File: src/rtl/j_fifo.sv
// j_fifo: single-clock FIFO with registered read data and count-decoded
// full/empty flags. Writes are dropped while full and reads are dropped
// while empty. An accepted read returns the oldest entry on the same edge.
module j_fifo #(
  parameter int DATA_WIDTH = 8,
  parameter int DEPTH      = 8,
  parameter int ADDR_WIDTH = 3
) (
  output logic [DATA_WIDTH-1:0] DATAOUT,
  output logic                  full,
  output logic                  empty,
  input  logic                  clock,
  input  logic                  reset,
  input  logic                  wn,
  input  logic                  rn,
  input  logic [DATA_WIDTH-1:0] DATAIN
);

  logic [DATA_WIDTH-1:0] mem [DEPTH];
  logic [ADDR_WIDTH-1:0] wptr;
  logic [ADDR_WIDTH-1:0] rptr;
  logic [ADDR_WIDTH:0]   count;
  logic                  wr_ok;
  logic                  rd_ok;

  // Qualify enables with the registered status flags.
  always_comb begin
    wr_ok = wn & ~full;
    rd_ok = rn & ~empty;
  end

  // Decode the flags from the registered occupancy count.
  always_comb begin
    empty = (count == '0);
    full  = (count == (ADDR_WIDTH+1)'(DEPTH));
  end

  // Storage array. It has no reset, and it is written only on an accepted write.
  always_ff @(posedge clock) begin
    if (!reset && wr_ok)
      mem[wptr] <= DATAIN;
  end

  // Pointers, occupancy and registered read data. Reset takes priority.
  always_ff @(posedge clock) begin
    if (reset) begin
      wptr    <= '0;
      rptr    <= '0;
      count   <= '0;
      DATAOUT <= '0;
    end else begin
      if (wr_ok)
        wptr <= wptr + 1'b1;
      if (rd_ok) begin
        DATAOUT <= mem[rptr];
        rptr    <= rptr + 1'b1;
      end
      if (wr_ok && !rd_ok)
        count <= count + 1'b1;
      else if (rd_ok && !wr_ok)
        count <= count - 1'b1;
    end
  end

endmodule

File: config.mk
export PLATFORM = sky130hd
export DESIGN_NAME = j_fifo
export DESIGN_NICKNAME = d
export VERILOG_FILES = /design/src/rtl/j_fifo.sv
export SDC_FILE = /design/constraint.sdc
export NUM_CORES = 1
export LEC_CHECK = 0
export ABC_CLOCK_PERIOD_IN_PS = 2300
export BUFFER_PORTS_ARGS = -buffer_cell sky130_fd_sc_hd__buf_2
export CAP_MARGIN = 10
export CORE_ASPECT_RATIO = 1.25
export CORE_MARGIN = 3
export CORE_UTILIZATION = 53
export DETAILED_ROUTE_END_ITERATION = 16
export PLACE_DENSITY = 0.7
export SLEW_MARGIN = 0
export SYNTH_ARGS = -nofsm -noshare
export SYNTH_HDL_FRONTEND = slang
export SYNTH_SLANG_ARGS = --single-unit
File: constraint.sdc
create_clock -name clock -period 2.3 [get_ports clock]
set_input_delay 0.345 -clock clock [delete_from_list [all_inputs] [get_ports clock]]
set_output_delay 0.345 -clock clock [all_outputs]
set_load 0.02 [all_outputs]
==> impl_summary.log, run 1 <==
INFO  metric whs_path_depth = 1
INFO  metric dr_total_vias = 1792
INFO  metric tritoncts.num_buffers = 9
INFO  metric vias_in_the_first_global_route = 1814
INFO  metric classification_of_the_worst_setup_path = reg -> reg
INFO  metric synth_area_leaders = sky130_fd_sc_hd__edfxtp_1, sky130_fd_sc_hd__dfxtp_1, sky130_fd_sc_hd__mux4_2
INFO  metric slowest_delay = 0.53 ns
INFO  metric power_density = 1141 nW/um2
INFO  metric routed_wire_length_per_instance = 19.21 um
INFO  metric finalWeightedCongestion = 0.7621
INFO  metric cp-start-kind = flop
INFO  metric cp_slowest_cell = sky130_fd_sc_hd__or4b_4
INFO  metric path_delay_family = simple AND/OR/NAND/NOR gates
INFO  metric holdPathEnd = mem[7][3]
INFO  metric syn-mean-instance-area = 17.40 um2
INFO  metric cap_viol_max_count = 0
INFO  metric stdcell_area = 3869 um2
INFO  metric grt_first_pass_wirelength = 9.611 mm
INFO  metric path_cells = or4b_4 -> nand2_4 -> inv_4 -> ha_4 -> inv_4 -> ha_1 -> nand3_1 -> a211oi_2 -> a31oi_1 -> mux2_2
INFO  metric post-route-min-period = 2.277 ns
INFO  metric insertedDiodeCount = 0
INFO  metric floorplan.initialDensity = 56.29%
INFO  metric track_usage = 18.47%
INFO  metric port_buffers = 21
INFO  metric final_net_count = 251
INFO  metric first_pass_iters = 4
INFO  metric maximum_frequency_from_static_timing_analysis = 0.4391 GHz
INFO  metric grt_antenna_before_repair = 0
INFO  metric synth-edff-count = 64
INFO  metric report.final.setup_viol = 0
INFO  metric finalWirelength = 6.147 mm
INFO  metric gr-total-overflow = 0
INFO  metric route.detailed.drc = 0
INFO  metric final_min_period_over_clock_period = 99.01%
INFO  metric yosys_most_used_dff = sky130_fd_sc_hd__edfxtp_1
INFO  metric run_status = complete, no violations
INFO  metric timing.hold.worst.start = DATAIN[3]
INFO  metric m1WireLength = 2.432 mm
INFO  metric rr_startpoint = count[2]
INFO  metric wl_met3 = 292 um
INFO  metric worstMarginPinSlew = 0.9670 ns
INFO  metric grt_setup_unrepaired = true
INFO  metric worstRegToRegCells = 10
INFO  metric worstSetupEndpointType = flop
INFO  metric yosys.cell_types.count = 34
INFO  metric clock_pin_slew_reported_for_the_worst_setup_and_hold_paths_after_clock_tree_synthesis = 0.08 ns
INFO  metric power.static_leakage = 0.001333 uW
INFO  metric root_buffer = sky130_fd_sc_hd__clkbuf_8
INFO  metric synthesized_netlist_net_count = 210
INFO  metric synth_top_cells_by_count = sky130_fd_sc_hd__edfxtp_1, sky130_fd_sc_hd__nor2_1, sky130_fd_sc_hd__dfxtp_1
INFO  metric postPlaceCellArea = 3636 um2
INFO  metric route.detailed.vias_per_inst = 5.600
INFO  metric mappedNetlistArea = 3341 um2
INFO  metric area_delta_synth_final = 15.81%
INFO  metric synthesis.instances = 192
INFO  metric placed_cells_incl_taps = 301
INFO  metric synth_top_cell_area_share = 57.53%
INFO  metric half_perimeter_wire_length_of_the_detailed_placement_result = 4.055 mm
INFO  metric grt_start_max_net_pins = 19
INFO  metric buffers_and_inverters_on_the_worst_path = 2
INFO  metric fin_util = 65.19%
INFO  metric vdd.ir_drop.worst = 0.7730 mV
INFO  metric critical_path.reg2reg.endpoint = count[3]
INFO  metric die_h = 94.77 um
INFO  metric die_area = 7298 um2
INFO  metric worstPathMaxFanout = 3
INFO  metric slew_violations = 0
INFO  metric worstPathArrival = 2.51 ns
INFO  metric routed.top_layer = met4
INFO  metric drive_gt1_share = 42.86%
INFO  metric leading_cell_type_by_number_of_instances_after_synthesis = sky130_fd_sc_hd__edfxtp_1
INFO  metric die_width = 77.01 um
INFO  metric final_hold_fails = 0
INFO  metric drt_iter0_markers = 75
INFO  metric holdCritPathClass = in -> reg
INFO  metric h_tree_level_count = 3
INFO  metric detailroute.wirelength.met2 = 3.322 mm
INFO  metric ctsLongestPathBuffers = 2
INFO  metric setup_tns = 0 ns
INFO  metric slew-limit-headroom = 35.29%
INFO  metric final_cell_count_no_fill = 320
INFO  metric r2r_slack = 0.02 ns
INFO  metric synth-seq-cells = 82
INFO  metric synth.largest_area_cell = sky130_fd_sc_hd__edfxtp_1
INFO  metric synth.yosys.seq_area_share = 68.31%
INFO  metric worst_clock_skew = 0.009968 ns
INFO  metric worstPathRequired = 2.53 ns
INFO  metric clock_tree_from_tritoncts = built
INFO  metric drt.antenna.violating_nets = 0
INFO  metric finalHoldWorstSlack = 0.2645 ns
INFO  metric row_count = 31
INFO  metric postSynth.asyncResetShare = 0%
INFO  metric placeableCoreArea = 5934 um2
INFO  metric crit_path_frequent_cell = sky130_fd_sc_hd__inv_4
INFO  metric yosys_warnings = 0
INFO  metric boundaryPins = 22
INFO  metric clk-insertion-delay-late = 0.35 ns
INFO  metric clock_sink_count = 82
logic make-up (layout without fill, tap and decap cells):
| family | after synthesis | in the layout | share of synthesized area (%) |
|---|---|---|---|
| DFF | 82 | 82 | 68.31 |
| and+or+nand+nor | 52 | 52 | 8.914 |
| muxes | 19 | 19 | 11.72 |
| AOI/OAI and AO/OA | 14 | 14 | 4.495 |
| buffers and inverters | 13 | 59 | 2.509 |
| adders and majority gates | 6 | 6 | 2.472 |
| xor gates and xnor gates | 6 | 6 | 1.573 |
stage by stage:
stage	total power [uW]	setup slack, ns
global placement	3298	0.03429
global route	4664	-0.07405
finish	4416	0.02281
CTS	4450	0.003547
floorplan	3049	-0.008408
detailed placement	3389	-0.04051
power by group:
part / internal (uW) / switching [uW] / leakage [uW]
Clock: 508 / 495 / 0.0000901
Combinational: 749 / 828 / 0.000515
Sequential: 1750 / 86.0 / 0.000728
timing repair:
item,CTS,global route
resized for setup,3,1
setup endpoints to repair,1,2
hold buffers,0,0
setup buffers,3,0
pin swaps,3,1
sequential cells by signal (all words and copies together), names as in the netlist:
signal / flops
DATAOUT: 8
count: 4
mem: 64
rptr: 3
wptr: 3
layer usage:
layer / track usage, % / up-vias
met2: 32.41 / 48
met1: 21.68 / 915
met3: 5.534 / 7
met5: 0 / -
met4: 6.677 / 0
li1: - / 822
cells in the final DEF, fill, tap and decap left out, drive strengths merged:
cell,n
edfxtp,64
buf,39
nor2,24
dfxtp,18
mux4,16
clkbuf,11
nor3,11
o22ai,8
nand2,8
ha,5
inv,5
xnor2,3
xor2,3
a21oi,3
nor4,2
mux2i,2
nand3,2
clkinvlp,2
or4b,1
o41a,1
nand3b,1
nor4b,1
nand2b,1
nor2b,1
a211oi,1
a31oi,1
mux2,1
fa,1
clkinv,1
bufinv,1
final cells by class:
type,instances,area [um2]
clock buffers,11,131.4
clock inverters,5,62.56
fillers,423,2066
inverters,4,20.02
multi-input cells,97,1023
flip-flops and latches,82,2288
well taps,82,102.6
repair buffers,39,240.2
worst max-delay path by stage:
stage          startpoint        to  slack [ns]  cells after the start
2_1_floorplan    count[3]  count[3]      -0.008                     10
3_3_place_gp     count[2]  count[3]        0.03                     10
3_5_place_dp     count[3]  count[3]       -0.04                     10
4_1_cts          count[2]  count[3]       0.004                     10
5_1_grt          count[2]  count[3]       -0.07                     10
6_report         count[2]  count[3]        0.02                     10
Note: power is estimated with default switching activity, not from simulation.
==> run 2: changes to the inputs <==
--- a/config.mk
+++ b/config.mk
@@ -9,7 +9,6 @@
 export BUFFER_PORTS_ARGS = -buffer_cell sky130_fd_sc_hd__buf_2
 export CAP_MARGIN = 10
 export CORE_ASPECT_RATIO = 1.25
-export CORE_MARGIN = 3
 export CORE_UTILIZATION = 53
 export DETAILED_ROUTE_END_ITERATION = 16
 export PLACE_DENSITY = 0.7
==> run 2 against run 1 <==
The run now ends with setup timing left; worst setup slack lost 0.055 ns; combinational power is essentially flat; register-to-register slack lost 0.05 ns; global-route usage grew 2.9 points.
==> impl_summary.log, run 2 (synthesis results as in run 1) <==
INFO  metric run_status = complete, but fails checks
INFO  metric failing_checks = setup timing
INFO  metric dr_total_vias = 1784
INFO  metric cts_hold_buf = 0
INFO  metric final_min_period_over_clock_period = 101.4%
INFO  metric port_buffers = 21
INFO  metric insertedDiodeCount = 0
INFO  metric final_cell_mix = sky130_fd_sc_hd__edfxtp_1, sky130_fd_sc_hd__nor2_1, sky130_fd_sc_hd__buf_2, sky130_fd_sc_hd__buf_4, sky130_fd_sc_hd__mux4_2
INFO  metric die_area = 6627 um2
INFO  metric layout.cells.most_common = sky130_fd_sc_hd__edfxtp_1
INFO  metric p_int = 3140 uW
INFO  metric worstSetupEndpointType = flop
INFO  metric power.static_leakage = 0.001349 uW
INFO  metric placed_cells_incl_taps = 305
INFO  metric half_perimeter_wire_length_of_the_detailed_placement_result = 3.978 mm
INFO  metric r2r_slack = -0.03 ns
INFO  metric ctsLongestPathBuffers = 2
INFO  metric maximum_frequency_from_static_timing_analysis = 0.4288 GHz
INFO  metric clk-insertion-delay-late = 0.34 ns
INFO  metric vdd.ir_drop.worst = 0.6755 mV
INFO  metric grt_start_max_net_pins = 19
INFO  metric fillCellCount = 457
INFO  metric die_h = 90.77 um
INFO  metric drive_gt1_share = 42.68%
INFO  metric net-switching-power = 1412 uW
INFO  metric stdcell_area = 3895 um2
INFO  metric worstPathRequired = 2.53 ns
INFO  metric timing.hold.worst.start = DATAIN[7]
INFO  metric postLayoutSetupSlackWorst = -0.03192 ns
INFO  metric worstRegToRegCells = 10
INFO  metric rr_startpoint = count[2]
INFO  metric classification_of_the_worst_setup_path = reg -> reg
INFO  metric cp-start-kind = flop
INFO  metric holdPathEnd = mem[6][7]
INFO  metric grt_antenna_before_repair = 0
INFO  metric power_density = 1169 nW/um2
INFO  metric finalHoldWorstSlack = 0.2747 ns
INFO  metric drt_iter0_markers = 120
INFO  metric route.detailed.drc = 0
INFO  metric share_clk_of_total_power = 24.0%
INFO  metric power.combinational.fraction = 35.3%
INFO  metric worstPathMaxFanout = 4
INFO  metric route.detailed.vias_per_inst = 5.506
INFO  metric first_pass_iters = 4
INFO  metric clock_pin_slew_reported_for_the_worst_setup_and_hold_paths_after_clock_tree_synthesis = 0.08 ns
INFO  metric root_buffer = sky130_fd_sc_hd__clkbuf_8
INFO  metric p_sw_share = 31.01%
INFO  metric track_usage = 21.41%
INFO  metric tritoncts.num_buffers = 9
INFO  metric critical_path.reg2reg.endpoint = count[3]
INFO  metric worst_clock_skew = 0.01554 ns
INFO  metric vias_in_the_first_global_route = 1880
INFO  metric gr-total-overflow = 0
INFO  metric finalWeightedCongestion = 0.8035
INFO  metric boundaryPins = 22
INFO  metric cap_viol_max_count = 0
INFO  metric postPlaceCellArea = 3647 um2
INFO  metric area_delta_synth_final = 16.59%
INFO  metric routed_wire_length_per_instance = 19.41 um
INFO  metric final_net_count = 252
INFO  metric clock_tree_from_tritoncts = built
INFO  metric largest_register_ffs = 64
INFO  metric placeableCoreArea = 6126 um2
INFO  metric seqPwrFrac = 40.7%
INFO  metric slew-limit-headroom = 38.51%
INFO  metric h_tree_level_count = 3
INFO  metric slew_violations = 0
INFO  metric report.final.setup_viol = 1
INFO  metric die_width = 73.01 um
INFO  metric row_count = 32
INFO  metric floorplan.initialDensity = 54.53%
INFO  metric clock_sink_count = 82
INFO  metric final_cell_count_no_fill = 324
INFO  metric final_hold_fails = 0
INFO  metric whs_path_depth = 1
INFO  metric fin_util = 63.58%
INFO  metric largestRegisters = mem (64), DATAOUT (8), count (4)
INFO  metric drt.antenna.violating_nets = 0
INFO  metric post-route-min-period = 2.332 ns
INFO  metric grt_first_pass_wirelength = 9.853 mm
INFO  metric finalWirelength = 6.289 mm
INFO  metric worstMarginPinSlew = 0.9190 ns
INFO  metric holdCritPathClass = in -> reg
INFO  metric grt_setup_unrepaired = true
INFO  metric largest-register = mem
INFO  metric worstPathArrival = 2.56 ns
## run 2: per-stage QoR
stage | power (uW) | setup WS [ns] | setup TNS (ns)
2_1_floorplan | 3049 | -0.008408 | -0.008408
3_3_place_gp | 3320 | 0.03311 | 0
3_5_place_dp | 3389 | -0.07565 | -0.07565
4_1_cts | 4565 | -0.02395 | -0.02395
5_1_grt | 4761 | -0.1096 | -0.1096
6_report | 4551 | -0.03192 | -0.03192
## run 2: power groups by stage
| stage | Combinational [uW] | Sequential, uW | Clock [uW] |
|---|---|---|---|
| CTS | 1610 | 1850 | 1100 |
| detailed placement | 1500 | 1880 | 0 |
| floorplan | 1110 | 1940 | 0 |
| finish | 1610 | 1850 | 1090 |
| global placement | 1450 | 1870 | 0 |
| global route | 1720 | 1870 | 1170 |
## run 2: timing repair
action,4_1_cts,5_1_grt
endpoints found under the setup margin,1,1
buffers inserted,3,0
resized for setup,5,0
pin swaps,5,1
## run 2: final cells by class
type	instances	area, um2	share of cell area [%]
multi-input cells	97	1028	26.41
repair buffers	40	247.7	6.360
well taps	85	106.4	2.730
flip-flops and latches	82	2288	58.75
clock inverters	3	65.06	1.670
inverters	4	20.02	0.5140
clock buffers	13	138.9	3.566
## run 2: routing by layer
layer	wire length [um]	share of wire (%)	track usage [%]
met5	0	0	0
met4	180	2.9	10.46
met3	162	2.6	4.018
met1	2545	40	25.85
met2	3401	54	36.19
## run 2: worst max-delay path by stage
stage | startpoint | to | slack [ns] | cells after the start
floorplan | count[3] | count[3] | -0.008 | 10
global placement | count[2] | count[3] | 0.03 | 10
detailed placement | count[3] | count[3] | -0.08 | 10
CTS | count[2] | count[3] | -0.02 | 10
global route | count[2] | count[3] | -0.11 | 10
finish | count[2] | count[3] | -0.03 | 10
## run 2: worst max-delay path, stage by stage (launching register included)
cell and delay, ns:
sky130_fd_sc_hd__dfxtp_4 0.36, sky130_fd_sc_hd__or4b_4 0.53, sky130_fd_sc_hd__nand2_4 0.09, sky130_fd_sc_hd__inv_4 0.04
sky130_fd_sc_hd__ha_4 0.16, sky130_fd_sc_hd__inv_4 0.08, sky130_fd_sc_hd__ha_4 0.22, sky130_fd_sc_hd__a21oi_4 0.14
sky130_fd_sc_hd__a211oi_2 0.08, sky130_fd_sc_hd__a31oi_1 0.18, sky130_fd_sc_hd__mux2_2 0.35
==> run 3: changes to the inputs <==
--- a/config.mk
+++ b/config.mk
@@ -7,11 +7,10 @@
 export LEC_CHECK = 0
 export ABC_CLOCK_PERIOD_IN_PS = 2300
 export BUFFER_PORTS_ARGS = -buffer_cell sky130_fd_sc_hd__buf_2
-export CAP_MARGIN = 10
-export CORE_ASPECT_RATIO = 1.25
+export CAP_MARGIN = 25
 export CORE_UTILIZATION = 53
 export DETAILED_ROUTE_END_ITERATION = 16
-export PLACE_DENSITY = 0.7
+export PLACE_DENSITY = 0.8
 export SLEW_MARGIN = 0
 export SYNTH_ARGS = -nofsm -noshare
 export SYNTH_HDL_FRONTEND = slang
==> run 3 against run 2 <==
The run now ends clean; clock skew down 0.0058 ns; count of clock-buffer cells in the layout down 1; fmax up 3.2%; die area about the same; worst setup slack better by 0.072 ns; register-to-register slack better by 0.07 ns; core utilization up 0.14 points; critical endpoint unchanged.
==> impl_summary.log, run 3 (synthesis results as in run 1) <==
INFO  metric run_status = complete, no violations
INFO  metric drt_iter0_markers = 136
INFO  metric port_buffers = 21
INFO  metric finalWeightedCongestion = 0.7439
INFO  metric vdd.ir_drop.worst = 0.7687 mV
INFO  metric report.final.setup_viol = 0
INFO  metric row_count = 28
INFO  metric die_area = 6624 um2
INFO  metric met3_usage = 4.382%
INFO  metric worstMarginPinSlew = 0.8268 ns
INFO  metric route.detailed.drc = 0
INFO  metric placeableCoreArea = 5991 um2
INFO  metric vias_in_the_first_global_route = 1747
INFO  metric die_width = 81.39 um
INFO  metric clk-insertion-delay-late = 0.35 ns
INFO  metric ctsLongestPathBuffers = 2
INFO  metric first_pass_iters = 4
INFO  metric grt_antenna_before_repair = 0
INFO  metric grt_first_pass_wirelength = 9.059 mm
INFO  metric route.detailed.vias_per_inst = 5.772
INFO  metric worstSetupEndpointType = flop
INFO  metric groute.layer.met1.usage = 25.94%
INFO  metric worst_clock_skew = 0.009734 ns
INFO  metric grt_setup_unrepaired = true
INFO  metric clock_tree_from_tritoncts = built
INFO  metric finalWirelength = 5.768 mm
INFO  metric grt.met2_usage = 32.75%
INFO  metric insertedDiodeCount = 0
INFO  metric clock_pin_slew_reported_for_the_worst_setup_and_hold_paths_after_clock_tree_synthesis = 0.08 ns
INFO  metric slew_violations = 0
INFO  metric worstPathArrival = 2.50 ns
INFO  metric power.static_leakage = 0.001324 uW
INFO  metric fin_util = 63.72%
INFO  metric cap_viol_max_count = 0
INFO  metric finalPower = 4210 uW
INFO  metric slew-limit-headroom = 44.67%
INFO  metric h_tree_level_count = 3
INFO  metric largestRegisters = mem (64), DATAOUT (8), count (4)
INFO  metric cts_setup_buffers = 0
INFO  metric worstPathMaxFanout = 4
INFO  metric postLayoutSetupSlackWorst = 0.03991 ns
INFO  metric root_buffer = sky130_fd_sc_hd__clkbuf_8
INFO  metric track_usage = 20.30%
INFO  metric die_h = 81.39 um
INFO  metric cp-start-kind = flop
INFO  metric classification_of_the_worst_setup_path = reg -> reg
INFO  metric routed_wire_length_per_instance = 18.49 um
INFO  metric layout.cells.most_common = sky130_fd_sc_hd__edfxtp_1
INFO  metric power_density = 1103 nW/um2
INFO  metric gr-total-overflow = 0
INFO  metric largest_register_ffs = 64
INFO  metric dr_total_vias = 1801
INFO  metric area_delta_synth_final = 14.27%
INFO  metric drive_gt1_share = 41.77%
INFO  metric final_hold_fails = 0
INFO  metric half_perimeter_wire_length_of_the_detailed_placement_result = 3.664 mm
INFO  metric floorplan.initialDensity = 55.76%
INFO  metric final_net_count = 250
INFO  metric holdCritPathClass = in -> reg
INFO  metric largest-register = mem
INFO  metric global_route.peak_usage_layer = met2
INFO  metric tritoncts.num_buffers = 9
INFO  metric boundaryPins = 22
INFO  metric worstPathRequired = 2.54 ns
INFO  metric final_cell_mix = sky130_fd_sc_hd__edfxtp_1, sky130_fd_sc_hd__nor2_1, sky130_fd_sc_hd__buf_2, sky130_fd_sc_hd__buf_4
INFO  metric drt.antenna.violating_nets = 0
INFO  metric clock_sink_count = 82
INFO  metric grt_start_max_net_pins = 19
INFO  metric post-route-min-period = 2.260 ns
INFO  metric maximum_frequency_from_static_timing_analysis = 0.4425 GHz
INFO  metric final_min_period_over_clock_period = 98.26%
INFO  metric detailedPlace.worstSlack = -0.02581 ns
## run 3: worst paths after layout
| check | startpoint | endpoint | slack (ns) | cells after the start |
|---|---|---|---|---|
| min reg2reg | DATAOUT[3] | DATAOUT[3] | 0.50 | 2 |
| max | count[1] | count[3] | 0.04 | 10 |
| min | DATAIN[6] | mem[2][6] | 0.26 | 1 |
| max reg2reg | count[1] | count[3] | 0.04 | 10 |
## run 3: repair_timing
action / in CTS / in global routing
gates resized for setup: 0 / 1
pin swaps: 2 / 0
hold buffers: 0 / 0
setup endpoints to repair: 1 / 1
## run 3: through the flow
step	cells	hold slack, ns	TNS [ns]	instance area (um2)
floorplan	192	0.4439	-0.008408	3391
global placement	295	0.4764	0	3647
detailed placement	296	0.4807	-0.02581	3655
CTS	312	0.2449	0	3810
global route	312	0.2628	-0.05434	3817
finish	312	0.2576	0	3817
## run 3: per-layer routing
metal | up-vias | routed length (um)
met1 | 910 | 2485
li1 | 821 | -
met5 | - | 0
met4 | 0 | 135
met3 | 11 | 265
met2 | 59 | 2881
## run 3: power breakdown
| part | switching (uW) | leakage, uW | internal [uW] | total (uW) |
|---|---|---|---|---|
| Sequential | 85.3 | 0.000727 | 1750 | 1830 |
| Clock | 471 | 0.0000839 | 386 | 857 |
| Combinational | 788 | 0.000513 | 732 | 1520 |
## run 3: worst max-delay path, cell delays in order (launching register included)
cell and delay, ns:
sky130_fd_sc_hd__dfxtp_2 0.34, sky130_fd_sc_hd__or4b_4 0.54, sky130_fd_sc_hd__nand2_4 0.09, sky130_fd_sc_hd__inv_4 0.04
sky130_fd_sc_hd__ha_4 0.15, sky130_fd_sc_hd__inv_4 0.06, sky130_fd_sc_hd__ha_4 0.21, sky130_fd_sc_hd__a21oi_4 0.12
sky130_fd_sc_hd__a211oi_1 0.08, sky130_fd_sc_hd__a31oi_1 0.17, sky130_fd_sc_hd__mux2_2 0.34
## run 3: layout make-up
cell class | count | area (um2)
clock buffer | 12 | 135.1
clock inverter | 4 | 20.02
fill | 409 | 2173
inverter | 4 | 20.02
multi-input combinational | 97 | 1028
sequential | 82 | 2287
tap | 75 | 93.84
timing repair buffer | 38 | 232.7
